**src/rtl/bus_router.sv**
```systemverilog
// ---------------------------------------------------------------------------
// bus_router
//
// Registered address router between the core's data port and the
// memory-mapped peripherals. A single outstanding load or store is decoded
// against NUM_SLAVES address windows. The router then holds a one-hot select
// towards the chosen slave until that slave acknowledges or the access times
// out. Finally it returns a one-cycle completion pulse to the master, with
// the read data and an error flag.
//
// Ports
//   clk, rst          clock, asynchronous active-high reset
//   wr_req, w_addr    write request and address (priority over reads)
//   rd_req, r_addr    read request and address
//   m_wdata, m_wstrb  master write data and byte enables
//   m_rdata, m_err    response data / error, valid while m_ready=1
//   m_ready           one-cycle completion pulse
//   busy              transaction in flight (ACCESS or RESP)
//   s_sel             one-hot slave select, held for the whole access
//   s_we, s_addr      registered write enable and address to slaves
//   s_wdata, s_wstrb  registered write data and byte enables to slaves
//   s_rdata           packed slave read data, slave i at [i*DATA_W +: DATA_W]
//   s_ack             per-slave acknowledge
// ---------------------------------------------------------------------------
module bus_router #(
    parameter int NUM_SLAVES = 4,
    parameter int ADDR_W     = 32,
    parameter int DATA_W     = 32,
    parameter logic [NUM_SLAVES*ADDR_W-1:0] SLV_BASE  =
        {32'hF000_0000, 32'hC000_0000, 32'h0000_0000, 32'h0000_0000},
    parameter logic [NUM_SLAVES*ADDR_W-1:0] SLV_LIMIT =
        {32'hF000_1000, 32'hC000_1000, 32'hA000_0000, 32'h0000_0000},
    parameter int TIMEOUT    = 16
) (
    input  logic                         clk,
    input  logic                         rst,
    input  logic                         wr_req,
    input  logic                         rd_req,
    input  logic [ADDR_W-1:0]            w_addr,
    input  logic [ADDR_W-1:0]            r_addr,
    input  logic [DATA_W-1:0]            m_wdata,
    input  logic [DATA_W/8-1:0]          m_wstrb,
    output logic [DATA_W-1:0]            m_rdata,
    output logic                         m_ready,
    output logic                         m_err,
    output logic                         busy,
    output logic [NUM_SLAVES-1:0]        s_sel,
    output logic                         s_we,
    output logic [ADDR_W-1:0]            s_addr,
    output logic [DATA_W-1:0]            s_wdata,
    output logic [DATA_W/8-1:0]          s_wstrb,
    input  logic [NUM_SLAVES*DATA_W-1:0] s_rdata,
    input  logic [NUM_SLAVES-1:0]        s_ack
);

    localparam int STRB_W = DATA_W / 8;
    localparam int CNT_W  = $clog2(TIMEOUT + 1);

    typedef enum logic [1:0] {
        ST_IDLE   = 2'd0,
        ST_ACCESS = 2'd1,
        ST_RESP   = 2'd2
    } state_t;

    state_t                  state_r;
    logic [CNT_W-1:0]        cnt_r;
    logic [NUM_SLAVES-1:0]   s_sel_r;
    logic                    s_we_r;
    logic [ADDR_W-1:0]       s_addr_r;
    logic [DATA_W-1:0]       s_wdata_r;
    logic [STRB_W-1:0]       s_wstrb_r;
    logic [DATA_W-1:0]       m_rdata_r;
    logic                    m_ready_r;
    logic                    m_err_r;
    logic                    busy_r;

    logic                    req_s;
    logic [ADDR_W-1:0]       tgt_addr_s;
    logic                    tgt_we_s;
    logic [NUM_SLAVES-1:0]   hit_s;
    logic [NUM_SLAVES-1:0]   sel_s;
    logic                    ack_s;
    logic [DATA_W-1:0]       rdata_mux_s;
    logic [DATA_W-1:0]       rdata_ret_s;

    assign req_s = wr_req | rd_req;

    // Pick the request to serve: writes win over simultaneous reads.
    always_comb begin
        if (wr_req) begin
            tgt_addr_s = w_addr;
            tgt_we_s   = 1'b1;
        end else begin
            tgt_addr_s = r_addr;
            tgt_we_s   = 1'b0;
        end
    end

    // Window decode; a slot whose base equals its limit is disabled.
    always_comb begin
        hit_s = '0;
        for (int i = 0; i < NUM_SLAVES; i++) begin
            hit_s[i] = (tgt_addr_s >= SLV_BASE[i*ADDR_W +: ADDR_W]) &&
                       (tgt_addr_s <  SLV_LIMIT[i*ADDR_W +: ADDR_W]) &&
                       (SLV_BASE[i*ADDR_W +: ADDR_W] != SLV_LIMIT[i*ADDR_W +: ADDR_W]);
        end
    end

    // Keep only the lowest set hit bit so overlapping windows resolve to the lowest index.
    assign sel_s = hit_s & (~hit_s + {{(NUM_SLAVES-1){1'b0}}, 1'b1});

    // Only the acknowledge of the currently selected slave counts.
    assign ack_s = |(s_ack & s_sel_r);

    // Return-data mux driven by the held one-hot select.
    always_comb begin
        rdata_mux_s = '0;
        for (int i = 0; i < NUM_SLAVES; i++) begin
            if (s_sel_r[i]) begin
                rdata_mux_s = rdata_mux_s | s_rdata[i*DATA_W +: DATA_W];
            end else begin
                rdata_mux_s = rdata_mux_s;
            end
        end
    end

    // Writes return zero data regardless of what the slave drives.
    always_comb begin
        if (s_we_r) begin
            rdata_ret_s = '0;
        end else begin
            rdata_ret_s = rdata_mux_s;
        end
    end

    // Transaction FSM together with every registered output.
    always_ff @(posedge clk or posedge rst) begin
        if (rst) begin
            state_r   <= ST_IDLE;
            cnt_r     <= '0;
            s_sel_r   <= '0;
            s_we_r    <= 1'b0;
            s_addr_r  <= '0;
            s_wdata_r <= '0;
            s_wstrb_r <= '0;
            m_rdata_r <= '0;
            m_ready_r <= 1'b0;
            m_err_r   <= 1'b0;
            busy_r    <= 1'b0;
        end else begin
            case (state_r)
                ST_IDLE: begin
                    m_ready_r <= 1'b0;
                    cnt_r     <= '0;
                    if (req_s) begin
                        s_addr_r  <= tgt_addr_s;
                        s_we_r    <= tgt_we_s;
                        s_wdata_r <= m_wdata;
                        s_wstrb_r <= m_wstrb;
                        busy_r    <= 1'b1;
                        if (|sel_s) begin
                            s_sel_r <= sel_s;
                            state_r <= ST_ACCESS;
                        end else begin
                            // Unmapped: answer straight away, no slave is touched.
                            s_sel_r   <= '0;
                            m_rdata_r <= '0;
                            m_err_r   <= 1'b1;
                            m_ready_r <= 1'b1;
                            state_r   <= ST_RESP;
                        end
                    end
                end
                ST_ACCESS: begin
                    // Ack is checked first so an ack on the last allowed cycle still succeeds.
                    if (ack_s) begin
                        m_rdata_r <= rdata_ret_s;
                        m_err_r   <= 1'b0;
                        m_ready_r <= 1'b1;
                        s_sel_r   <= '0;
                        cnt_r     <= cnt_r + {{(CNT_W-1){1'b0}}, 1'b1};
                        state_r   <= ST_RESP;
                    end else if (cnt_r == CNT_W'(TIMEOUT - 1)) begin
                        m_rdata_r <= '0;
                        m_err_r   <= 1'b1;
                        m_ready_r <= 1'b1;
                        s_sel_r   <= '0;
                        cnt_r     <= cnt_r + {{(CNT_W-1){1'b0}}, 1'b1};
                        state_r   <= ST_RESP;
                    end else begin
                        cnt_r     <= cnt_r + {{(CNT_W-1){1'b0}}, 1'b1};
                    end
                end
                ST_RESP: begin
                    m_ready_r <= 1'b0;
                    busy_r    <= 1'b0;
                    cnt_r     <= '0;
                    state_r   <= ST_IDLE;
                end
                default: begin
                    state_r   <= ST_IDLE;
                    cnt_r     <= '0;
                    s_sel_r   <= '0;
                    m_ready_r <= 1'b0;
                    busy_r    <= 1'b0;
                end
            endcase
        end
    end

    assign s_sel   = s_sel_r;
    assign s_we    = s_we_r;
    assign s_addr  = s_addr_r;
    assign s_wdata = s_wdata_r;
    assign s_wstrb = s_wstrb_r;
    assign m_rdata = m_rdata_r;
    assign m_ready = m_ready_r;
    assign m_err   = m_err_r;
    assign busy    = busy_r;

endmodule

```
**config.mk**
```make
export PLATFORM = sky130hd
export DESIGN_NAME = bus_router
export DESIGN_NICKNAME = d
export VERILOG_FILES = /design/src/rtl/bus_router.sv
export SDC_FILE = /design/constraint.sdc
export NUM_CORES = 1
export LEC_CHECK = 0
export ABC_AREA = 1
export BUFFER_PORTS_ARGS = -buffer_cell sky130_fd_sc_hd__buf_2
export CAP_MARGIN = 20
export CORE_AREA = 2 2 134 136
export CTS_CLUSTER_DIAMETER = 80
export DETAILED_ROUTE_END_ITERATION = 10
export DIE_AREA = 0 0 136 138
export PLACE_DENSITY = 0.58
export SYNTH_ARGS = -nofsm -noshare
export SYNTH_HDL_FRONTEND = slang
export SYNTH_SLANG_ARGS = --single-unit
```
**constraint.sdc**
```tcl
create_clock -name clk -period 4.1 [get_ports clk]
set_input_delay 0.41 -clock clk [delete_from_list [all_inputs] [get_ports clk]]
set_output_delay 0.41 -clock clk [all_outputs]
set_load 0.02 [all_outputs]
```
==> After elaboration in Yosys (flattened, before gate mapping) <==
Cells that the tools add are included.
{ "word_totals": {"reg_bits": 115, "in_bits": 236, "elab_cells": 80} }
{ "op_classes": {"n_addsub": 2, "order_cmp": 6, "n_eq_ne": 6, "mux": 34, "bitwise_logic": 9, "reduce_logical": 12} }
{ "op_table": {"columns": ["cell", "n"], "rows": [
  ["32-bit 2-to-1 mux", 10],
  ["32-bit less-than comparator (second input constant)", 3],
  ["32-bit OR", 3],
  ["32-bit >= comparator (second input constant)", 2],
  ["32-bit case mux with 2 select lines", 1],
  ["32-bit by 1-bit >= comparator with 1-bit output (second input constant)", 1],
  ["4-bit 2-to-1 mux", 4],
  ["4-bit case mux with 3 select lines", 1],
  ["1-bit 2-to-1 mux", 9],
  ["4-bit AND", 2],
  ["2-bit 2-to-1 mux", 4],
  ["4-bit OR reduction", 2],
  ["1-bit case mux with 2 select lines", 3],
  ["2-bit AND reduction", 3],
  ["5-bit by 1-bit adder with 5-bit output (second input constant)", 1],
  ["5-bit by 4-bit == test with 1-bit output (second input constant)", 1],
  ["5-bit 2-to-1 mux", 1],
  ["4-bit by 1-bit adder with 4-bit output (second input constant)", 1],
  ["2-bit inequality test (second input constant)", 2],
  ["4-bit inverter", 1],
  ["2-bit case mux with 2 select lines", 1],
  ["4-bit AND reduction", 1],
  ["1-bit logical AND", 3],
  ["3-bit inequality test (second input constant)", 1],
  ["other kinds (7)", 8]
]} }

==> Depth between registers and ports, before layout <==
{ "logic_depth": {"ltp_word": 10, "depth_mapped": 16, "mapped_depth_nobuf": 13} }

==> Least setup slack after synthesis <==
OpenSTA, ideal clock, no wires.
{ "synth_path": {"path_type": "register -> register", "start": "reg cnt_r[0]", "end": "reg m_ready_r (netlist: m_ready)", "arrival_ns": 1.631, "required_ns": 3.981, "path_slack_ns": 2.350, "stages_incl_launch_ff": 10, "path_buffers": 1, "period_less_slack_ns": 1.750, "path_cell_list": "dfrtp_1 -> ha_1 -> nand2_1 -> nor2_1 -> ha_1 -> nor3_1 -> nor3_1 -> nand2_4 -> buf_8 -> nand2_1"} }
{ "synth_between": {"elab_chain_cells": 2} }
{ "synth_rtl": {"columns": ["item", "line", "text"], "rows": [
  ["start: declaration", "66", "logic [CNT_W-1:0] cnt_r;"],
  ["start signal: assignment", "181", "cnt_r <= cnt_r + {{(CNT_W-1){1'b0}}, 1'b1};"],
  ["start signal: assignment", "188", "cnt_r <= cnt_r + {{(CNT_W-1){1'b0}}, 1'b1};"],
  ["start signal: assignment", "191", "cnt_r <= cnt_r + {{(CNT_W-1){1'b0}}, 1'b1};"],
  ["5-bit by 4-bit == test with 1-bit output", "183", "end else if (cnt_r == CNT_W'(TIMEOUT - 1)) begin"],
  ["3-bit inequality test (no line)", null, null],
  ["end signal: assignment", "179", "m_ready_r <= 1'b1;"],
  ["end signal: assignment", "186", "m_ready_r <= 1'b1;"],
  ["end signal: assignment", "195", "m_ready_r <= 1'b0;"],
  ["end: declaration", "73", "logic m_ready_r;"]
]} }
Every way passes these cells.
A chain may end at the register's enable or synchronous reset.

==> Final worst setup path <==
{ "layout_path": {"start": "in wr_req", "end": "reg m_rdata_r[9] (netlist: m_rdata[9])"} }
{ "layout_between": {"elab_chain_cells": 9, "elab_cells_between_ends": 18} }
{ "layout_rtl": {"columns": ["item", "line", "text"], "rows": [
  ["start: declaration", "37", "input logic wr_req,"],
  ["32-bit 2-to-1 mux", "90", "if (wr_req) begin"],
  ["32-bit by 1-bit >= comparator with 1-bit output (tied with other cells)", "103", "hit_s[i] = (tgt_addr_s >= SLV_BASE[i*ADDR_W +: ADDR_W]) &&"],
  ["1-bit logical AND", "103", null],
  ["4-bit inverter", "110", "assign sel_s = hit_s & (~hit_s + {{(NUM_SLAVES-1){1'b0}}, 1'b1});"],
  ["4-bit by 1-bit adder with 4-bit output", "110", null],
  ["4-bit AND", "110", null],
  ["4-bit OR reduction", "161", "if (|sel_s) begin"],
  ["2-bit inequality test (no line)", null, null],
  ["4-bit AND reduction (no line) (*)", null, null],
  ["end signal: assignment", "177", "m_rdata_r <= rdata_ret_s;"],
  ["end: declaration", "72", "logic [DATA_W-1:0] m_rdata_r;"]
]} }
Every way passes the cells marked *; elsewhere a longest branch is shown, timed or not.

==> flow_summary.json <==
{
  "outcome": "completed",
  "drc": 0,
  "synthCells": 734,
  "power.switching_mw": 2.20,
  "pre_cts_ws_ns": 1.25,
  "swShare": 0.411,
  "cts_hold_buf": 0,
  "grt_max_degree": 90,
  "ys_seq_area_frac": 0.520,
  "maxCapViolations": 0,
  "cts_tree": "done",
  "synth_compound_area_frac": 0.0442,
  "vias": 5630,
  "p_comb_frac": 0.393,
  "startpoint_type": "input port",
  "dr.pass1.iters": 4,
  "syn_to_final_growth_pct": 41.4,
  "cts_sinks": 114,
  "ys_top_cells_by_area": "dfrtp_1 (52%), nand2_1 (25%), nand3_1 (6.4%), nor2_1 (3.2%), a31oi_1 (3.0%)",
  "insertion_delay_ns": 0.41,
  "wire_per_inst_um": 13.6,
  "vias_per_cell": 4.44,
  "synth_top_area_cell": "dfrtp_1",
  "num-nets-final": 1264,
  "diodes": 0,
  "clkTransAtPathRegs_ns": 0.06,
  "setup_slack_ns": 1.71,
  "synth_edf_count": 0,
  "row_count": 49,
  "clock_path_buffers": 2,
  "die_y_um": 138,
  "reg2reg_from": "cnt_r[0]",
  "dieWidth_um": 136,
  "fill_cells": 1874,
  "design.core.area_mm2": 0.0175,
  "slew_viol_final": 0,
  "p_seq_frac": 0.324,
  "p_per_area_mw_per_mm2": 689,
  "hp-class": "input port to async pin",
  "ff2ff_setup_slack_ns": 1.93,
  "synth-xor-area-share": 0,
  "yosys.area.top_type_share": 0.520,
  "cp-end-kind": "flip-flop",
  "cts-root-buf": "clkbuf_16",
  "dieArea_mm2": 0.0188,
  "ios": 344,
  "cts_buffers": 17,
  "skew_ns": 0.00980,
  "synthMuxAreaShare": 0,
  "crit_type": "input port to flip-flop",
  "p_int_mw": 3.15,
  "timing.rr.end": "m_rdata[9]",
  "yosys_warnings": 0,
  "ys_seq_elements": 114,
  "cp_data_arrival_time_ns": 2.73,
  "drive_gt1_frac": 0.352,
  "clkPwrFrac": 0.282,
  "start_util": 0.313,
  "yosysUniqueCellTypes": 23,
  "setup_viol": 0,
  "syn_area_mm2": 0.00549,
  "relSlewSlack": 0.326,
  "synth_commonest_cells": "nand2_1 (369), dfrtp_1 (114), nand3_1 (70)",
  "htree_levels": 4,
  "tns_ns": 0,
  "fin_crit_sh": 0.584,
  "tightest_slew_ns": 1.01,
  "synth.avg_cell_area_um2": 7.47,
  "synth_top_family_by_area": "simple AND/OR/NAND/NOR gates",
  "rsz0062_at_grt": "false",
  "grt_pass1_wl_um": 26800,
  "dp_hpwl_um": 12400,
  "fin_crit_ns": 2.39,
  "synthSimpleGateAreaFrac": 0.371,
  "cp.required_ns": 4.44,
  "antenna_found_initial": 1,
  "rr_worst_depth": 9,
  "fmax_ghz": 0.418,
  "grt_pass1_vias": 5380,
  "antenna_left": 0,
  "cts_resized": 0,
  "routabilityCongestion": 0.761,
  "drt_iter0_drc": 146,
  "wl_um": 17200,
  "hold_violations": 0,
  "synth_ff_type": "dfrtp_1",
  "post_cts_buffers": 0,
  "syn_nets": 972,
  "yosysMostFrequentCell": "nand2_1",
  "gr-usage-all-layers": 0.182,
  "peakVddDrop_mv": 0.358,
  "synthArstFlopShare": 1.00,
  "leakagePower_nw": 4.45,
  "path_max_fanout": 36,
  "grt.overflow.total": 0,
  "numPortBuffers": 309,
  "synthAdderAreaFrac": 0.00456
}
==> worst max path at each step <==
stage / depth (start not counted) / to / slack (ns) / startpoint
final: 11 / m_rdata[9] / 1.71 / wr_req
after global routing: 13 / m_rdata[9] / 1.41 / wr_req
after CTS: 13 / m_rdata[9] / 1.69 / wr_req
after detailed placement: 13 / m_rdata[9] / 1.25 / wr_req
after global placement: 13 / m_rdata[14] / 1.28 / wr_req
after floorplan: 1 / busy / 0.67 / rst
==> per-layer routing <==
metal  part of all wire  vias to the layer above  track usage
met2               0.46                      230        0.308
met4              0.013                        0       0.0548
met3              0.098                       16       0.0704
met1               0.42                     2493        0.212
met5                  0                        -            0
li1                   -                     2891            -
==> power groups by stage <==
stage / Clock (mW) / Sequential [mW] / Combinational (mW)
after floorplan: 0 / 2.22 / 0.947
after global placement: 0 / 1.75 / 2.14
after detailed placement: 0 / 1.75 / 2.15
after CTS: 1.55 / 1.74 / 2.15
after global routing: 1.60 / 1.79 / 2.34
final: 1.51 / 1.73 / 2.10
==> critical path, stage by stage <==
cell and delay, ns:
buf_2 0.54, inv_4 0.30, nand2_1 0.16, nand2_1 0.09, o21ai_0 0.35, inv_1 0.11, nand3_1 0.11, nand2_2 0.09
nand2_4 0.35, nand2_1 0.09, nand2_1 0.09
==> per-stage QoR <==
step / area, µm² / total power, mW / utilization / instances / hold WS, ns
global placement: 7160 / 3.89 / 0.408 / 1236 / 0.449
detailed placement: 7160 / 3.90 / 0.408 / 1236 / 0.451
finish: 7760 / 5.35 / 0.443 / 1268 / 0.0928
CTS: 7760 / 5.43 / 0.443 / 1268 / 0.113
global route: 7760 / 5.73 / 0.443 / 1268 / 0.135
floorplan: 5490 / 3.16 / - / 734 / 0.432
==> layout by cell type (no fill, tap or decap), types with 2 or more instances in the layout <==
| cell type | instances |
|---|---|
| clkbuf_16 | 17 |
| a31oi_1 | 26 |
| clkinv_2 | 4 |
| nand2_1 | 369 |
| dfrtp_1 | 114 |
| nor3_1 | 4 |
| inv_4 | 2 |
| nand3_1 | 70 |
| ha_1 | 2 |
| nor2_1 | 47 |
| clkinvlp_4 | 3 |
| inv_1 | 24 |
| o21ai_0 | 12 |
| inv_6 | 2 |
| buf_4 | 7 |
| buf_2 | 309 |
| nand2_2 | 13 |
| bufinv_16 | 3 |
==> registers in the layout, indices dropped and copies added, names as in the netlist <==
signal / flops
s_addr: 32
cnt_r: 5
m_rdata: 32
state_r: 2
s_sel: 3
s_we: 1
m_ready: 1
busy: 1
s_wstrb: 4
m_err: 1
s_wdata: 32
==> final cells by class <==
| cell class | count | area (µm²) | share of cell area |
|---|---|---|---|
| inverter | 27 | 106 | 0.0137 |
| multi-input combinational | 550 | 2310 | 0.298 |
| clock buffer | 19 | 443 | 0.0571 |
| tap | 229 | 287 | 0.0369 |
| clock inverter | 13 | 159 | 0.0205 |
| sequential | 114 | 2850 | 0.368 |
| timing repair buffer | 316 | 1600 | 0.206 |
==> cells by family (layout without fill, tap and decap cells) <==
| kind of cell | Yosys count | after routing |
|---|---|---|
| compound gates | 41 | 41 |
| fa+ha+maj | 2 | 2 |
| buf+inv | 70 | 375 |
| flops | 114 | 114 |
| other cells | 1 | 1 |
| simple gates | 506 | 506 |
Note: power is estimated with default switching activity, not from simulation.
